<file path="src/rtl/bcd_serial_adder_pkg.sv">
// Shared types and decimal constants for the digit-serial BCD adder.
package bcd_serial_adder_pkg;

   typedef enum logic [1:0] {
      IDLE = 2'd0,
      ADD  = 2'd1,
      DONE = 2'd2
   } state_t;

   localparam logic [3:0] BCD_MAX  = 4'd9;
   localparam logic [4:0] BCD_CORR = 5'd10;

endpackage

</file>
<file path="src/rtl/bcd_digit_step.sv">
// One BCD digit of addition: binary add, then decimal correction on overflow past 9.
module bcd_digit_step
   import bcd_serial_adder_pkg::*;
(
   input  logic [3:0] a_dig,
   input  logic [3:0] b_dig,
   input  logic       cin,
   output logic [3:0] dig,
   output logic       cout,
   output logic       invalid
);

   logic [4:0] t;

   assign t       = {1'b0, a_dig} + {1'b0, b_dig} + {4'd0, cin};
   assign invalid = (a_dig > BCD_MAX) || (b_dig > BCD_MAX);

   always_comb begin
      dig  = t[3:0];
      cout = 1'b0;
      if (t > {1'b0, BCD_MAX}) begin
         dig  = 4'(t - BCD_CORR);
         cout = 1'b1;
      end
   end

endmodule

</file>
<file path="src/rtl/bcd_serial_adder.sv">
// Digit-serial BCD adder: one digit per cycle LSD first, result published in one step on DONE.
module bcd_serial_adder
   import bcd_serial_adder_pkg::*;
#(
   parameter int DIGITS = 4
) (
   input  logic                  clk,
   input  logic                  rst_n,
   input  logic                  start,
   input  logic [4*DIGITS-1:0]   a,
   input  logic [4*DIGITS-1:0]   b,
   input  logic                  cin,
   output logic                  busy,
   output logic                  done,
   output logic [4*DIGITS-1:0]   sum,
   output logic                  cout,
   output logic                  err
);

   localparam int IW = (DIGITS > 1) ? $clog2(DIGITS) : 1;

   state_t              state, state_nxt;
   logic [IW-1:0]       idx;
   logic [4*DIGITS-1:0] a_q, b_q, res_q, res_next;
   logic                carry_q, err_flag;
   logic [3:0]          step_dig;
   logic                step_cout, step_inv;
   logic                accept, last_dig, err_nxt;

   assign accept   = start && ((state == IDLE) || (state == DONE));
   assign last_dig = (state == ADD) && (idx == IW'(DIGITS - 1));
   assign err_nxt  = err_flag | step_inv;

   bcd_digit_step u_step (
      .a_dig   (a_q[3:0]),
      .b_dig   (b_q[3:0]),
      .cin     (carry_q),
      .dig     (step_dig),
      .cout    (step_cout),
      .invalid (step_inv)
   );

   // New digit enters at the top so that after DIGITS shifts digit 0 sits in [3:0].
   if (DIGITS == 1) begin : g_one
      assign res_next = step_dig;
   end else begin : g_multi
      assign res_next = {step_dig, res_q[4*DIGITS-1:4]};
   end

   always_ff @(posedge clk or negedge rst_n) begin
      if (!rst_n) state <= IDLE;
      else        state <= state_nxt;
   end

   always_comb begin
      state_nxt = state;
      case (state)
         IDLE:    if (start) state_nxt = ADD;
         ADD:     if (last_dig) state_nxt = DONE;
         DONE:    state_nxt = start ? ADD : IDLE;
         default: state_nxt = IDLE;
      endcase
   end

   always_comb begin
      busy = (state == ADD);
      done = (state == DONE);
   end

   always_ff @(posedge clk or negedge rst_n) begin
      if (!rst_n) begin
         a_q      <= '0;
         b_q      <= '0;
         res_q    <= '0;
         carry_q  <= 1'b0;
         err_flag <= 1'b0;
         idx      <= '0;
         sum      <= '0;
         cout     <= 1'b0;
         err      <= 1'b0;
      end else if (accept) begin
         a_q      <= a;
         b_q      <= b;
         carry_q  <= cin;
         err_flag <= 1'b0;
         idx      <= '0;
         err      <= 1'b0;
      end else if (state == ADD) begin
         a_q      <= a_q >> 4;
         b_q      <= b_q >> 4;
         carry_q  <= step_cout;
         err_flag <= err_nxt;
         res_q    <= res_next;
         idx      <= idx + IW'(1);
         // Any bad digit poisons the whole result.
         if (last_dig) begin
            sum  <= err_nxt ? '0 : res_next;
            cout <= err_nxt ? 1'b0 : step_cout;
            err  <= err_nxt;
         end
      end
   end

endmodule
</file>
<file path="config.mk">
export PLATFORM = sky130hd
export DESIGN_NAME = bcd_serial_adder
export DESIGN_NICKNAME = d
export VERILOG_FILES = /design/src/rtl/bcd_serial_adder_pkg.sv /design/src/rtl/bcd_digit_step.sv /design/src/rtl/bcd_serial_adder.sv
export SDC_FILE = /design/constraint.sdc
export NUM_CORES = 1
export LEC_CHECK = 0
export ABC_CLOCK_PERIOD_IN_PS = 3450
export BUFFER_PORTS_ARGS = -buffer_cell sky130_fd_sc_hd__buf_2
export CAP_MARGIN = 0
export CORE_AREA = 2 2 77 79
export DETAILED_ROUTE_END_ITERATION = 8
export DIE_AREA = 0 0 79 81
export GPL_TIMING_DRIVEN = 0
export PLACE_DENSITY = 0.76
export SLEW_MARGIN = 30
export SYNTH_ARGS = -nofsm -noshare
export SYNTH_HDL_FRONTEND = slang
export SYNTH_HIERARCHICAL = 1
export SYNTH_SLANG_ARGS = --single-unit
export TNS_END_PERCENT = 5
</file>
<file path="constraint.sdc">
create_clock -name clk -period 3.45 [get_ports clk]
set_clock_uncertainty 0.05 [all_clocks]
set_input_delay 0.69 -clock clk [delete_from_list [all_inputs] [get_ports clk]]
set_output_delay 0.69 -clock clk [all_outputs]
set_load 0.01 [all_outputs]
</file>
==> out/qor.txt <==
status -> complete, no violations
P&R area growth vs syn -> 19.73%
setup TNS -> 0 ps
Num CTS Buffers -> 9
final critical-path required period -> 2920 ps
Vias -> 2343
post-DP HPWL -> 4735 µm
core box area -> 5675 µm²
syn avg cell area -> 10.61 µm²
Inserted Diodes -> 0
clk buf depth -> 2
top cells by area, synth -> dfrtp_1 58%, nand2_1 8.6%, a22o_1 7.2%
area share of the leading cell type in the synthesized netlist -> 58.32%
sequential share of power -> 36.4%
Filler cells -> 500
vias in the first global route -> 2433
Crit Path Class -> flip-flop to flip-flop
Skew-Pair Late Insertion Delay -> 340 ps
PostCTS Resize Cnt -> 0
worst r2r src -> carry_q
Setup Viol. Count Final -> 0
Sw Pwr -> 1.613 mW
die width -> 79 µm
r2r setup slk -> 530 ps
Detail Route Antenna Nets -> 0
die area -> 6399 µm²
Initial Util -> 51.41%
clock power share -> 15.4%
RD Place Congestion -> 0.8184
switch share -> 42.19%
cell mode on critical path -> fa_1
post-synthesis cell count -> 275
leading area contributor after synthesis -> dfrtp_1
GRT Total Usage -> 23.66%
Lkg Pwr -> 1.795 nW
first-pass GRT wire length -> 11440 µm
cell chain of the critical path -> fa_1 > fa_1 > xnor2_1 > ha_1 > a31o_1 > o31ai_4 > mux2i_1 > a22o_1
Post-route DRC -> 0
reg2reg path depth -> 8
PortBufs -> 55
vias per cell -> 5.565
CP max stage delay -> 470 ps
clk sink count -> 68
final net count -> 385
CTS Hold Bufs -> 0
initial DRC count -> 129
Core Rows -> 28
io pins -> 56
die height -> 81 µm
fin worst setup slack -> 529.9 ps
Crit path required time -> 3690 ps
Mapped Area -> 2918 µm²
Yosys reg bits -> 68
unrepaired setup endpoints after global routing -> no
Slew @ Worst Pin -> 521.9 ps
fmax -> 342.5 MHz
Final Max Slew Viols -> 0
crit path DAT -> 3160 ps
VDD IR-drop max -> 0.5279 mV
CTS tree -> done
utilization after layout -> 61.55%
Syn Nets -> 318
CP max-delay cell -> fa_1
FF-to-FF End -> sum[14]
startpoint types -> flip-flop
wire per inst -> 15.89 µm
Worst Path Max Fanout -> 4
dpl ws -> 543.0 ps
final period utilization -> 84.64%
clk slew on worst S/H paths -> 70 ps
P per Cell Area -> 1094 nW/µm²
layout cells sized above 1 -> 25.72%
final-report hold violation count -> 0
worst hold slack -> 174.7 ps
Crit. End Element -> flip-flop
DRT Pass-1 Iters -> 4
Setup Buffers After CTS -> 0
Max-Cap Viols -> 0
Worst Hold Class -> primary input to asynchronous set/reset pin
relative slew slack -> 65.20%
P_int -> 2.210 mW
initial antenna violation count -> 0
sequential share of the synthesized area -> 58.32%
Yosys cell types -> 32
global route overflow -> 0
largest net degree at the start of global routing -> 49
Total Routed Length -> 6691 µm
Root Buffer -> clkbuf_8
Logic pwr share -> 48.2%
Yosys warnings -> 6
H-tree Lvls -> 3
Final Total Pwr -> 3.823 mW
[registers in the layout (all words and copies together) (netlist names)]
| name | count |
|---|---|
| a_q | 16 |
| b_q | 16 |
| carry_q | 1 |
| cout | 1 |
| err | 1 |
| err_flag | 1 |
| idx | 2 |
| res_q | 12 |
| state | 2 |
| sum | 16 |
[worst max-delay path: cells and delay by family, from the launching register on]
kind	cells	cell delay [ps]
fa+ha+maj	3	1140
compound gates	3	750
flops	1	410
mux	1	320
xor+xnor	1	180
[how the worst max path moves through the flow]
stage          startpoint  endpoint  slack [ps]  depth (start not counted)
2_1_floorplan     carry_q   sum[15]         780                          8
3_3_place_gp      carry_q   sum[14]         580                          8
5_1_grt           carry_q   sum[14]         390                          8
4_1_cts           carry_q   sum[14]         520                          8
6_report          carry_q   sum[14]         530                          8
3_5_place_dp      carry_q   sum[14]         540                          8
[synth_stat cells]
master,count
o22ai_1,6
nor2_2,1
a2111oi_0,1
inv_2,1
nand2_1,67
fa_1,2
a31oi_1,6
a22oi_1,14
nor2b_1,3
buf_2,10
nor3_4,1
clkbuf_1,6
o31ai_4,1
mux2i_1,1
dfrtp_1,68
inv_1,3
nor3_1,6
nand3_1,16
nand2b_1,2
nor2_1,12
buf_6,1
xnor2_1,2
a31o_1,1
a21o_2,1
ha_1,5
buf_4,1
a21oi_1,7
o21ai_1,1
nand3b_4,1
and3_1,1
o21ai_0,3
a22o_1,24
[power by group through the flow]
stage	Clock [mW]	Sequential [mW]	Combinational, mW
6_report	0.588	1.39	1.84
5_1_grt	0.629	1.44	2.09
4_1_cts	0.599	1.40	1.85
3_5_place_dp	0	1.41	1.83
3_3_place_gp	0	1.39	1.77
2_1_floorplan	0	1.39	1.34
[kinds of logic after synthesis]
group / after synthesis / synth area share (%)
compound gates: 65 / 16.90
flops: 68 / 58.32
simple gates: 110 / 16.68
fa+ha+maj: 7 / 3.516
buf+inv: 22 / 3.645
mux: 1 / 0.3431
xor+xnor: 2 / 0.6005
[cells in the final DEF (no fill, tap or decap), types with 2 or more instances in the layout]
cell type / instances
a21oi_1: 7
a22o_1: 24
a22oi_1: 14
a31oi_1: 6
buf_2: 64
buf_4: 2
clkbuf_1: 6
clkbuf_8: 11
clkinv_2: 2
clkinvlp_4: 2
dfrtp_1: 68
fa_1: 2
ha_1: 5
inv_1: 3
nand2_1: 67
nand2b_1: 2
nand3_1: 16
nor2_1: 12
nor2b_1: 3
nor3_1: 6
o21ai_0: 3
o22ai_1: 6
xnor2_1: 2
[metrics by stage]
step                area, µm²  std cells
detailed placement       3317        406
global placement         3287        405
CTS                      3493        421
floorplan                2918        275
global route             3493        421
finish                   3493        421
[final cells by class]
class / instances / area, µm² / area share (%)
Sequential cell: 68 / 1702 / 48.71
Multi-Input combinational cell: 185 / 1110 / 31.77
Timing Repair Buffer: 56 / 305.3 / 8.739
Clock buffer: 11 / 151.4 / 4.334
Tap cell: 75 / 93.84 / 2.686
Buffer: 18 / 91.34 / 2.615
Clock inverter: 4 / 25.02 / 0.7163
Inverter: 4 / 15.01 / 0.4298
[metal layers]
| layer | share of wire, % | up-vias | GRT usage (%) |
|---|---|---|---|
| li1 | - | 1104 | - |
| met1 | 41 | 1149 | 28.31 |
| met2 | 50 | 79 | 41.36 |
| met3 | 6.4 | 11 | 4.667 |
| met4 | 1.8 | 0 | 11.21 |
| met5 | 0 | - | 0 |
(Power assumes the default switching activity.)
